==> config.mk <==
export PLATFORM = sky130hd
export DESIGN_NAME = enum_fold_ctrl
export DESIGN_NICKNAME = d
export VERILOG_FILES = /design/src/rtl/enum_fold_ctrl.sv
export SDC_FILE = /design/constraint.sdc
export NUM_CORES = 1
export LEC_CHECK = 0
export ABC_CLOCK_PERIOD_IN_PS = 3000
export CORE_ASPECT_RATIO = 1.75
export CORE_MARGIN = 10
export CORE_UTILIZATION = 59
export DETAILED_ROUTE_END_ITERATION = 8
export GPL_TIMING_DRIVEN = 1
export PLACE_DENSITY = 0.95
export SYNTH_ARGS = -nofsm -noshare
export SYNTH_HDL_FRONTEND = slang
export SYNTH_SLANG_ARGS = --single-unit
export TNS_END_PERCENT = 50
==> constraint.sdc <==
create_clock -name clock_i -period 3 [get_ports clock_i]
set_clock_uncertainty 0.05 [all_clocks]
set_input_delay 0.45 -clock clock_i [delete_from_list [all_inputs] [get_ports clock_i]]
set_output_delay 0.45 -clock clock_i [all_outputs]
set_load 0.01 [all_outputs]
==> src/rtl/enum_fold_ctrl.sv <==
// rtl/enum_fold_ctrl.sv - drains a bounded list producer and folds its elements into a signed sum.
// Optional ack watchdog enabled by defining ENUM_FOLD_TIMEOUT_EN.
module enum_fold_ctrl #(
    parameter int WIDTH       = 8,
    parameter int ACC_WIDTH   = 16,
    parameter int CNT_WIDTH   = 8
`ifdef ENUM_FOLD_TIMEOUT_EN
    ,
    parameter int ACK_TIMEOUT = 15
`endif
) (
    input  logic                 clock_i,
    input  logic                 reset_i,
    input  logic                 start_i,
    output logic                 busy_o,
    output logic                 done_o,
    output logic [ACC_WIDTH-1:0] result_o,
    output logic [CNT_WIDTH-1:0] count_o,
    output logic                 error_o,
    output logic                 list_ready_o,
    output logic                 list_req_o,
    input  logic                 list_ack_i,
    input  logic                 list_eol_i,
    input  logic [WIDTH-1:0]     list_value_i
);

    typedef enum logic [2:0] {
        IDLE,
        PRIME,
        CHECK,
        WAIT_ACK,
        GAP,
        FINISH
    } state_t;

    state_t                 state_q, state_d;
    logic                   busy_q, busy_d;
    logic                   done_q, done_d;
    logic                   ready_q, ready_d;
    logic                   req_q, req_d;
    logic [ACC_WIDTH-1:0]   acc_q, acc_d;
    logic [CNT_WIDTH-1:0]   cnt_q, cnt_d;
    logic [ACC_WIDTH-1:0]   result_q, result_d;
    logic [CNT_WIDTH-1:0]   count_q, count_d;
    logic [ACC_WIDTH-1:0]   value_ext;

`ifdef ENUM_FOLD_TIMEOUT_EN
    localparam int TMO_W = (ACK_TIMEOUT < 2) ? 1 : $clog2(ACK_TIMEOUT);
    logic [TMO_W-1:0]       tmo_q, tmo_d;
    logic                   err_q, err_d;
`endif

    assign value_ext = ACC_WIDTH'($signed(list_value_i));

    always_ff @(posedge clock_i or posedge reset_i) begin
        if (reset_i) begin
            state_q  <= IDLE;
            busy_q   <= 1'b0;
            done_q   <= 1'b0;
            ready_q  <= 1'b0;
            req_q    <= 1'b0;
            acc_q    <= '0;
            cnt_q    <= '0;
            result_q <= '0;
            count_q  <= '0;
`ifdef ENUM_FOLD_TIMEOUT_EN
            tmo_q    <= '0;
            err_q    <= 1'b0;
`endif
        end else begin
            state_q  <= state_d;
            busy_q   <= busy_d;
            done_q   <= done_d;
            ready_q  <= ready_d;
            req_q    <= req_d;
            acc_q    <= acc_d;
            cnt_q    <= cnt_d;
            result_q <= result_d;
            count_q  <= count_d;
`ifdef ENUM_FOLD_TIMEOUT_EN
            tmo_q    <= tmo_d;
            err_q    <= err_d;
`endif
        end
    end

    // Outputs are loaded on the transition into a state so every port is a flop.
    always_comb begin
        state_d  = state_q;
        busy_d   = busy_q;
        done_d   = 1'b0;
        ready_d  = ready_q;
        req_d    = req_q;
        acc_d    = acc_q;
        cnt_d    = cnt_q;
        result_d = result_q;
        count_d  = count_q;
`ifdef ENUM_FOLD_TIMEOUT_EN
        tmo_d    = tmo_q;
        err_d    = err_q;
`endif
        case (state_q)
            IDLE: begin
                if (start_i) begin
                    state_d = PRIME;
                    ready_d = 1'b1;
                    busy_d  = 1'b1;
                    acc_d   = '0;
                    cnt_d   = '0;
`ifdef ENUM_FOLD_TIMEOUT_EN
                    err_d   = 1'b0;
`endif
                end
            end
            PRIME: begin
                state_d = CHECK;
            end
            CHECK: begin
                if (list_eol_i) begin
                    state_d  = FINISH;
                    result_d = acc_q;
                    count_d  = cnt_q;
                    done_d   = 1'b1;
                end else begin
                    state_d = WAIT_ACK;
                    req_d   = 1'b1;
`ifdef ENUM_FOLD_TIMEOUT_EN
                    tmo_d   = '0;
`endif
                end
            end
            WAIT_ACK: begin
                if (list_ack_i) begin
                    state_d = GAP;
                    req_d   = 1'b0;
                    acc_d   = acc_q + value_ext;
                    cnt_d   = (cnt_q == {CNT_WIDTH{1'b1}}) ? cnt_q : cnt_q + CNT_WIDTH'(1);
                end
`ifdef ENUM_FOLD_TIMEOUT_EN
                else if (tmo_q == TMO_W'(ACK_TIMEOUT - 1)) begin
                    state_d  = FINISH;
                    req_d    = 1'b0;
                    result_d = acc_q;
                    count_d  = cnt_q;
                    done_d   = 1'b1;
                    err_d    = 1'b1;
                end else begin
                    tmo_d = tmo_q + TMO_W'(1);
                end
`endif
            end
            GAP: begin
                state_d = CHECK;
            end
            FINISH: begin
                state_d = IDLE;
                ready_d = 1'b0;
                busy_d  = 1'b0;
            end
            default: begin
                state_d = IDLE;
            end
        endcase
    end

    assign busy_o       = busy_q;
    assign done_o       = done_q;
    assign result_o     = result_q;
    assign count_o      = count_q;
    assign list_ready_o = ready_q;
    assign list_req_o   = req_q;
`ifdef ENUM_FOLD_TIMEOUT_EN
    assign error_o      = err_q;
`else
    assign error_o      = 1'b0;
`endif

endmodule

==> summary.md, run 1 <==
| Metric | Value |
|---|---|
| Peak supply drop | 0.000730 V |
| Most frequent cells in the layout | 54 x dfrtp_1, 40 x clkdlybuf4s50_1, 23 x o21ai_0 |
| Post-route clock period utilization | 0.816 |
| Int Pwr | 2060 uW |
| Cts repair resizes | 0 |
| Worst r2r src | acc_q[0] |
| Post-synth EDFFs | 0 |
| Most common cell after layout, fill and taps aside | dfrtp_1 |
| Worst hold path type | input pin to async pin |
| Total Routing Usage GR | 0.173 |
| Diode count | 0 |
| Largest net degree at the start of global routing | 27 |
| Slowest-stage cell, CP | clkdlybuf4s50_1 |
| NetSw | roughly 1400 uW |
| Vias in the first global route | around 2,500 |
| Sequential area share after synthesis | 0.449 |
| First-pass detailed-route iteration total | 4 |
| CP Max Fanout | 3 |
| Antenna Nets Post-Route | 0 |
| Slowest Stage Delay on Critical Path | roughly 0.46 ns |
| CP arrival | ~2.6 ns |
| Vias | between 2,000 and 2,500 |
| Cell Count, Final, Fillers Out | 381 |
| Layout Nets | ~360 |
| FILL cells | 328 |
| Crit path buffers/inverters | 2 |
| Hold Slack | around 0.38 ns |
| Async set or reset register ratio after synthesis | 1.00 |
| Outcome | finished, final reports clean |
| Largest family of logic cells by synthesized area | compound AO/OA/AOI/OAI gates |
| CP Class | input pin to register |
| Clock share of power | 0.143 |
| Reg power frac | 0.352 |
| P_leak | approximately 0.0016 uW |
| Share of cells above drive strength 1 | 0.156 |
| CTS hold repair buffers | 0 |
| Met1 Use GR | 0.183 |
| Dpl cells | around 370 |
| Reg-to-reg setup timing slack | 0.75 ns |
| Vias per cell | 6.31 |
| Cell count after synthesis | around 280 |
| Worst reg2reg endpoint | acc_q[14] |
| Die height | 115 um |
| Dpl hpwl | just over 5 mm |
| Residual DRC | 0 |
| Worst-path clk slew | approximately 0.1 ns |
| Finish-stage setup viols | 0 |
| XOR/XNOR Fraction of Synth Area | 0.0494 |
| Busiest layer in global routing | met2 |
| Initial DRC count | between 200 and 300 |
| Core ar. | approximately 0.005 mm^2 |
| WP data required | ~3.2 ns |
| Met2 Use GR | 0.308 |
| Max-slew violation count | 0 |
| Setup TNS | 0 ns |
| CTS Buffer Depth | 2 |
| RSZ-0062 raised after global routing | false |
| Adder-Cell Fraction of Synth Area | 0.0731 |
| I/O pin cnt | between 40 and 50 |
| Area Overhead vs Synth | 18.6% |
| # rows | 34 |
| CP Launch Type | input pin |
| CP Cell Sequence | clkdlybuf4s50_1 > ha_1 > inv_1 > fa_1 > nor2b_1 > o31a_1 > o32ai_2 > a31oi_1 > xnor2_1 > o21ai_1 |
| IO buf count | 40 |
| Simple-gate portion of the synthesized area | 0.125 |
| Mapped cell area | between 0.003 and 0.004 mm^2 |
| Antenna violations before repair | 0 |
| Worst-Skew Late Latency | just over 0.3 ns |
| H-tree levels | 2 |
| Highest clock rate | a little over 400 MHz |
| Post-synthesis mux area share | 0.0897 |
| Mean Syn Cell Area | 10.6 um^2 |
| WL final | 7.07 mm |
| Switching Fraction | 0.403 |
| Post-CTS Setup Bufs | 0 |
| Num Clock Sinks | 54 |
| Synth Area in Compound Gates | 0.182 |
| Pwr dens | approximately 970 mW/mm^2 |
| Met3 Use GR | 0.0226 |
| Initial Util | 0.605 |
| Fin util | 0.718 |
| WL/cell | about 19 um |
| CTS tree | yes |
| Grt ovf | 0 |
| Final Hold Vio Count | 0 |
| Total die area | 0.00848 mm^2 |
| DIE WIDTH | 74.0 um |
| Unique masters post-synth | 57 |
| Synth Warn # | 0 |
| Fin worst setup slack | around 0.55 ns |
| Reg2Reg Depth | 9 |
| Top_reg_cell synth | dfrtp_1 |
| Worst Max-Slew Pin Slew | between 0.7 and 0.8 ns |
| Routability Congestion | ~0.87 |
| Max-cap check violation count | 0 |
| Total CTS buffers | 5 |
| DP Worst Slack | 0.261 ns |
| Largest delay share family, worst path | compound AO/OA/AOI/OAI gates |
| Slew HR | 0.484 |
| Mapped Nets | between 300 and 400 |
| Yosys reg bits | 54 |
| CP Capture Type | register |
| First-pass GRT wire length | about 12 mm |
| Combinational share of power | 0.505 |
| Tmin final | ~2.4 ns |
| CTS root buf | clkbuf_8 |
-- state kept, by name, summed over array words and instances, names as in the netlist --
signal and count:
acc_q 16, result_o 16, cnt_q 8, count_o 8
state_q 3, done_o 1, list_ready_o 1, list_req_o 1
-- synthesized netlist by cell type (5+ instances only) --
cell type / instances / area share
dfrtp_1: 54 / 0.45
nor2b_1: 5 / 0.010
inv_1: 12 / 0.015
buf_2: 5 / 0.0083
o21ai_1: 5 / 0.0083
a21oi_1: 13 / 0.022
ha_1: 16 / 0.066
nand2_1: 16 / 0.020
o21ai_0: 23 / 0.038
xnor2_1: 10 / 0.029
nand3_1: 14 / 0.023
a21o_1: 6 / 0.015
xor2_1: 7 / 0.020
mux2_2: 20 / 0.075
nor2_1: 17 / 0.021
-- final cells by class --
| class | count | area, um^2 | area share |
|---|---|---|---|
| Inverter | 12 | 45.0 | 0.0126 |
| Timing Repair Buffer | 44 | 430 | 0.120 |
| Multi-Input combinational cell | 209 | 1570 | 0.439 |
| Tap cell | 54 | 67.6 | 0.0189 |
| Sequential cell | 54 | 1350 | 0.378 |
| Clock buffer | 6 | 72.6 | 0.0203 |
| Clock inverter | 2 | 37.5 | 0.0105 |
-- power by group through the flow --
stage          clock network, uW  logic [uW]  registers, uW
2_1_floorplan                  0        1210           1180
3_3_place_gp                   0        1640           1210
3_5_place_dp                   0        1720           1220
4_1_cts                      490        1740           1210
5_1_grt                      514        1930           1250
6_report                     493        1740           1220
-- through the flow --
stage          instance area, um^2  power, uW
3_5_place_dp                  3460       2940
2_1_floorplan                 3010       2390
6_report                      3570       3450
5_1_grt                       3570       3690
4_1_cts                       3570       3440
3_3_place_gp                  3460       2850
-- per-layer routing --
layer	vias to the layer above	routed length, um
met3	28	405
met1	1179	2510
met4	0	317
met5	-	0
li1	1103	-
met2	94	3830
-- kinds of logic after synthesis --
kind of cell    after synthesis
xor+xnor                     17
fa+ha+maj                    17
mux                          24
flops                        54
compound gates               78
simple gates                 72
buf+inv                      21
other cells                   1
-- worst max-delay path by stage --
stage / end / depth (start not counted) / startpoint
5_1_grt: acc_q[14] / 10 / list_value_i[0]
4_1_cts: acc_q[14] / 10 / list_value_i[0]
3_5_place_dp: acc_q[14] / 10 / list_value_i[0]
2_1_floorplan: acc_q[14] / 9 / list_value_i[0]
6_report: acc_q[14] / 10 / list_value_i[0]
3_3_place_gp: acc_q[15] / 9 / list_value_i[7]
No activity file was read; power rests on OpenSTA's default activity.
==> run 2: changes to the inputs <==
--- a/config.mk
+++ b/config.mk
@@ -5,13 +5,13 @@
 export SDC_FILE = /design/constraint.sdc
 export NUM_CORES = 1
 export LEC_CHECK = 0
-export ABC_CLOCK_PERIOD_IN_PS = 3000
+export ABC_CLOCK_PERIOD_IN_PS = 2200
 export CORE_ASPECT_RATIO = 1.75
 export CORE_MARGIN = 10
-export CORE_UTILIZATION = 59
+export CORE_UTILIZATION = 49
 export DETAILED_ROUTE_END_ITERATION = 8
 export GPL_TIMING_DRIVEN = 1
-export PLACE_DENSITY = 0.95
+export PLACE_DENSITY = 0.87
 export SYNTH_ARGS = -nofsm -noshare
 export SYNTH_HDL_FRONTEND = slang
 export SYNTH_SLANG_ARGS = --single-unit
==> constraint.sdc (replaced) <==
create_clock -name clock_i -period 2.2 [get_ports clock_i]
set_clock_uncertainty 0.05 [all_clocks]
set_input_delay 0.33 -clock clock_i [delete_from_list [all_inputs] [get_ports clock_i]]
set_output_delay 0.33 -clock clock_i [all_outputs]
set_load 0.01 [all_outputs]
==> summary.md, run 2 (synthesis results as in run 1) <==
| Metric | Value |
|---|---|
| Initial Util | 0.508 (-0.0969) |
| Cell Count, Final, Fillers Out | 435 (+14%) |
| CTS tree | yes |
| Final Instance Area | 0.00387 mm^2 (+8.4%) |
| Reg2Reg Depth | 9 (unchanged) |
| Worst Max-Slew Pin Slew | 0.586 ns (-0.186 ns) |
| Initial DRC count | 192 (-26%) |
| CTS root buf | clkbuf_8 |
| I/O pin cnt | 42 (unchanged) |
| Total Routing Usage GR | 0.150 (-0.0222) |
| DP Area | 0.00374 mm^2 (+8.1%) |
| Max-cap check violation count | 0 (unchanged) |
| Vias in the first global route | 2,526 (+1.4%) |
| Worst hold path type | input pin to async pin |
| Most frequent cells in the layout | 54 x dfrtp_1, 39 x clkdlybuf4s50_1, 33 x buf_4 |
| Vias per cell | 5.60 (-11%) |
| DIE WIDTH | 79.3 um (+7.1%) |
| Die height | 124 um (+8.0%) |
| Num Clock Sinks | 54 (unchanged) |
| Highest clock rate | 460 MHz |
| Final Total Pwr | 4960 uW (+44%) |
| Antenna violations before repair | 0 (unchanged) |
| Area Overhead vs Synth | 28.6% |
| CP Max Fanout | 3 (unchanged) |
| CP Capture Type | register |
| RSZ-0062 raised after global routing | true |
| Total CTS buffers | 5 (unchanged) |
| Worst-path clk slew | 0.09 ns (about the same) |
| Worst reg2reg endpoint | acc_q[14] |
| Finish-stage setup viols | 0 (unchanged) |
| Final Hold Vio Count | 0 (unchanged) |
| Core ar. | 0.00593 mm^2 (+19%) |
| Post-route clock period utilization | 0.987 |
| P_leak | 0.00176 uW (+8.9%) |
| # rows | 37 (+8.8%) |
| Most common cell after layout, fill and taps aside | dfrtp_1 |
| First-pass detailed-route iteration total | 4 (unchanged) |
| Routability Congestion | 0.819 (-6.4%) |
| Dpl cells | 427 (+14%) |
| Vias | 2,436 (+1.3%) |
| Diode count | 0 (unchanged) |
| CP Launch Type | input pin |
| Residual DRC | 0 (unchanged) |
| Largest net degree at the start of global routing | 55 (+100%) |
| IO buf count | 40 (unchanged) |
| First-pass GRT wire length | 11.7 mm (+0.70%) |
| CP Class | input pin to register |
| Slew HR | 0.606 (+0.122) |
| Tmin final | 2.17 ns |
| Layout Nets | 387 (+8.7%) |
| Pwr dens | 1280 mW/mm^2 (+33%) |
| Dpl hpwl | 5.44 mm (+5.0%) |
| DP Worst Slack | -0.361 ns (-0.622 ns) |
| Total die area | 0.00981 mm^2 (+16%) |
| Max-slew violation count | 0 (unchanged) |
| Outcome | finished, final reports clean |
| Reg-to-reg setup timing slack | 0.05 ns (-0.70 ns) |
| CTS Buffer Depth | 2 (unchanged) |
| Share of cells above drive strength 1 | 0.249 (+0.0933) |
| Antenna Nets Post-Route | 0 (unchanged) |
| WP data required | 2.34 ns (-0.81 ns) |
| Peak supply drop | 0.000571 V (-22%) |
| Fin worst setup slack | 0.0277 ns (-0.523 ns) |
| H-tree levels | 2 (unchanged) |
| WL/cell | 16.4 um (-12%) |
| Worst-Skew Late Latency | 0.32 ns (about the same) |
| WL final | 7.12 mm (+0.76%) |
| Grt ovf | 0 (unchanged) |
| Worst r2r src | acc_q[0] |
| FILL cells | 472 (+44%) |
| CP arrival | 2.31 ns (-0.29 ns) |
run 2: changes by cell type in the layout (fill, tap and decap cells not counted), moves of 2 or more:
cell | before | now
buf_12 | 0 | 2
buf_4 | 4 | 33
ha_1 | 16 | 14
o21ai_0 | 23 | 21
run 2: worst max-delay path: stages:
cell             delay, ns
clkdlybuf4s50_1       0.41
ha_2                  0.20
inv_2                 0.06
fa_2                  0.20
nor2b_2               0.05
o31a_1                0.33
o32ai_4               0.31
a31oi_1               0.15
xnor2_1               0.19
o21ai_1               0.08
run 2: per-stage QoR:
step                      TNS (ns)   util  hold slack, ns
after floorplan                  0      -           0.420
after global placement       -2.38  0.632           0.420
after detailed placement     -2.92  0.632           0.427
after CTS                        0  0.647           0.327
after global routing        -0.132  0.654           0.346
final                            0  0.654           0.316
run 2: layout make-up:
class                      instances  area (um^2)  share of cell area
timing repair buffer              75          687               0.177
clock inverter                     2         15.0             0.00388
multi-input combinational        209         1610               0.415
sequential                        54         1350               0.349
clock buffer                       5         68.8              0.0178
tap                               78         97.6              0.0252
inverter                          12         45.0              0.0116
run 2: how the worst max path moves through the flow:
stage / slack (ns) / from / endpoint / cells after the start
floorplan: 0.24 / acc_q[0] / acc_q[14] / 9
global route: -0.04 / acc_q[0] / acc_q[14] / 9
CTS: 0.01 / list_value_i[0] / acc_q[14] / 10
detailed placement: -0.36 / list_value_i[7] / acc_q[15] / 8
global placement: -0.31 / list_value_i[7] / acc_q[11] / 8
finish: 0.03 / list_value_i[0] / acc_q[14] / 10
run 2: report_power, final:
part	internal, uW	leakage [uW]	switching [uW]	total (uW)
clock	218	0.0000362	326	544
combinational	1450	0.00101	1310	2760
sequential	1330	0.000713	326	1660
run 2: routing by layer:
layer	GRT usage	wire length (um)	up-vias
met5	0	0	-
met4	0.0878	170	0
met3	0.0238	229	12
met2	0.286	4070	53
met1	0.148	2650	1208
li1	-	-	1163
run 2: repair_timing:
| item | CTS | global route |
|---|---|---|
| gates resized for setup | 2 | 9 |
| hold buffers | 0 | 0 |
| setup buffers | 0 | 1 |
| endpoints found under the setup margin | 1 | 7 |
| pin swaps | 0 | 7 |
| cloned | 0 | 0 |
==> run 3: changes to the inputs <==
--- a/config.mk
+++ b/config.mk
@@ -6,12 +6,13 @@
 export NUM_CORES = 1
 export LEC_CHECK = 0
 export ABC_CLOCK_PERIOD_IN_PS = 2200
-export CORE_ASPECT_RATIO = 1.75
+export CORE_ASPECT_RATIO = 0.9
 export CORE_MARGIN = 10
-export CORE_UTILIZATION = 49
+export CORE_UTILIZATION = 57
 export DETAILED_ROUTE_END_ITERATION = 8
+export DONT_BUFFER_PORTS = 1
 export GPL_TIMING_DRIVEN = 1
-export PLACE_DENSITY = 0.87
+export PLACE_DENSITY = 0.86
 export SYNTH_ARGS = -nofsm -noshare
 export SYNTH_HDL_FRONTEND = slang
 export SYNTH_SLANG_ARGS = --single-unit
==> summary.md, run 3 (synthesis results as in run 1) <==
| Metric | Value |
|---|---|
| Most frequent cells in the layout | 54 x dfrtp_1, 23 x o21ai_0, 20 x mux2_2 |
| # rows | 25 (-32%) |
| H-tree levels | 2 (unchanged) |
| CTS root buf | clkbuf_8 |
| Total Routing Usage GR | 0.149 (-0.00103) |
| Worst-path clk slew | 0.10 ns (about the same) |
| Finish-stage setup viols | 0 (unchanged) |
| Die height | 89.0 um (-28%) |
| Total CTS buffers | 5 (unchanged) |
| CP Cell Sequence | ha_1 > and2_1 > nand2b_1 > or2_4 > a311oi_2 > o21bai_1 > a2bb2oi_2 |
| Max-slew violation count | 0 (unchanged) |
| Vias per cell | 6.06 (+8.2%) |
| Total die area | 0.00860 mm^2 (-12%) |
| Pwr dens | 1360 mW/mm^2 (+6.4%) |
| NetSw | 1830 uW (-6.8%) |
| Area Overhead vs Synth | 8.51% |
| First-pass GRT wire length | 10.7 mm (-8.8%) |
| Tmin final | 2.14 ns (-0.0337 ns) |
| Most common cell after layout, fill and taps aside | dfrtp_1 |
| Share of cells above drive strength 1 | 0.196 (-0.0534) |
| Met2 WL post-DR | 2.90 mm (-29%) |
| Dpl hpwl | 4.58 mm (-16%) |
| Max-cap check violation count | 0 (unchanged) |
| Switching Fraction | 0.410 (+0.0150) |
| Num Clock Sinks | 54 (unchanged) |
| CP arrival | 2.33 ns (+0.02 ns) |
| Highest clock rate | 468 MHz (+1.6%) |
| Antenna violations before repair | 0 (unchanged) |
| Worst-Skew Late Latency | 0.31 ns (about the same) |
| Vias | 2,169 (-11%) |
| Int Pwr | 2630 uW (-12%) |
| P_leak | 0.00151 uW (-15%) |
| CP Max Fanout | 5 (+2) |
| Max layer used | met4 |
| Core ar. | 0.00519 mm^2 (-12%) |
| CP Class | register to register |
| RSZ-0062 raised after global routing | true |
| Metal-1 WL | 2.84 mm (+7.2%) |
| WL final | 6.42 mm (-9.9%) |
| Reg power frac | 0.392 (+0.058) |
| Worst hold path type | input pin to register |
| Layout Nets | 321 (-17%) |
| CTS Buffer Depth | 2 (unchanged) |
| Grt ovf | 0 (unchanged) |
| First-pass detailed-route iteration total | 4 (unchanged) |
| Metal3 WL | 579 um (+150%) |
| Peak supply drop | 0.000715 V (+25%) |
| Antenna Nets Post-Route | 0 (unchanged) |
| Slowest-stage cell, CP | dfrtp_1 |
| Diode count | 0 (unchanged) |
| Residual DRC | 0 (unchanged) |
| CTS tree | yes |
| Combinational share of power | 0.455 (-0.102) |
| Final Total Pwr | 4460 uW (-10%) |
| I/O pin cnt | 42 (unchanged) |
| Largest net degree at the start of global routing | 32 (-42%) |
| WP data required | 2.39 ns (+0.05 ns) |
| IO buf count | 0 (-100%) |
| Clock share of power | 0.153 (+0.043) |
| DIE WIDTH | 96.6 um (+22%) |
| Worst Max-Slew Pin Slew | 0.624 ns (+0.0379 ns) |
| Post-route clock period utilization | 0.972 (-0.0153) |
| Initial Util | 0.580 (+0.0718) |
| Vias in the first global route | 2,189 (-13%) |
| Outcome | finished, final reports clean |
| CP Capture Type | register |
| Routability Congestion | 0.933 (+14%) |
| Initial DRC count | 135 (-30%) |
| WL/cell | 17.9 um (+9.5%) |
| Final Hold Vio Count | 0 (unchanged) |
| Slowest Stage Delay on Critical Path | 0.41 ns (about the same) |
| Setup TNS | 0 ns (unchanged) |
| CP Launch Type | register |
| Slew HR | 0.581 (-0.0255) |
## run 3: repair_timing
action	4_1_cts	5_1_grt
setup endpoints to repair	0	5
buffers inserted	0	2
resized for setup	0	4
hold buffers	1	0
hold endpoints to repair	29	0
## run 3: per-stage QoR
step | worst slack [ns] | cells | cell area, um^2 | utilization | hold slack [ns]
2_1_floorplan | 0.242 | 284 | 3010 | - | 0.420
3_3_place_gp | 0.137 | 348 | 3110 | 0.598 | 0.270
6_report | 0.0614 | 358 | 3270 | 0.630 | 0.129
3_5_place_dp | 0.0751 | 348 | 3110 | 0.598 | 0.277
4_1_cts | 0.0433 | 356 | 3230 | 0.622 | 0.128
5_1_grt | -0.0144 | 358 | 3270 | 0.630 | 0.133
## run 3: critical path, delay by kind of cell (launching register included)
kind,cells,cell delay [ns]
AOI/OAI and AO/OA,3,0.63
adders and majority gates,1,0.35
DFF,1,0.41
and+or+nand+nor,3,0.63
## run 3: power groups by stage
stage | logic, uW | clock network (uW) | registers [uW]
after floorplan | 1650 | 0 | 1610
after global placement | 1850 | 0 | 1750
after detailed placement | 1920 | 0 | 1770
after CTS | 1950 | 696 | 1750
after global routing | 2270 | 747 | 1810
final | 2030 | 683 | 1750
## run 3: final cells by class
| cell class | instances | area (um^2) |
|---|---|---|
| Fill cell | 433 | 1920 |
| Multi-Input combinational cell | 209 | 1590 |
| Sequential cell | 54 | 1350 |
| Tap cell | 67 | 83.8 |
| Clock buffer | 6 | 82.6 |
| Timing Repair Buffer | 9 | 82.6 |
| Inverter | 12 | 45.0 |
| Clock inverter | 1 | 30.0 |
## run 3: worst paths after layout
kind / startpoint / to / slack, ns / cells past startpoint
min in group asynchronous: reset_i / done_o / 0.50 / 2
min reg2reg: acc_q[5] / acc_q[5] / 0.47 / 2
max: acc_q[9] / acc_q[15] / 0.06 / 7
max in group asynchronous: reset_i / acc_q[3] / 0.98 / 3
min: list_ack_i / state_q[2] / 0.13 / 2
max reg2reg: acc_q[9] / acc_q[15] / 0.06 / 7
## run 3: layer usage
layer / track usage / vias to the layer above
met4: 0.0482 / 0
li1: - / 1032
met1: 0.179 / 1080
met2: 0.238 / 47
met5: 0 / -
met3: 0.0641 / 10
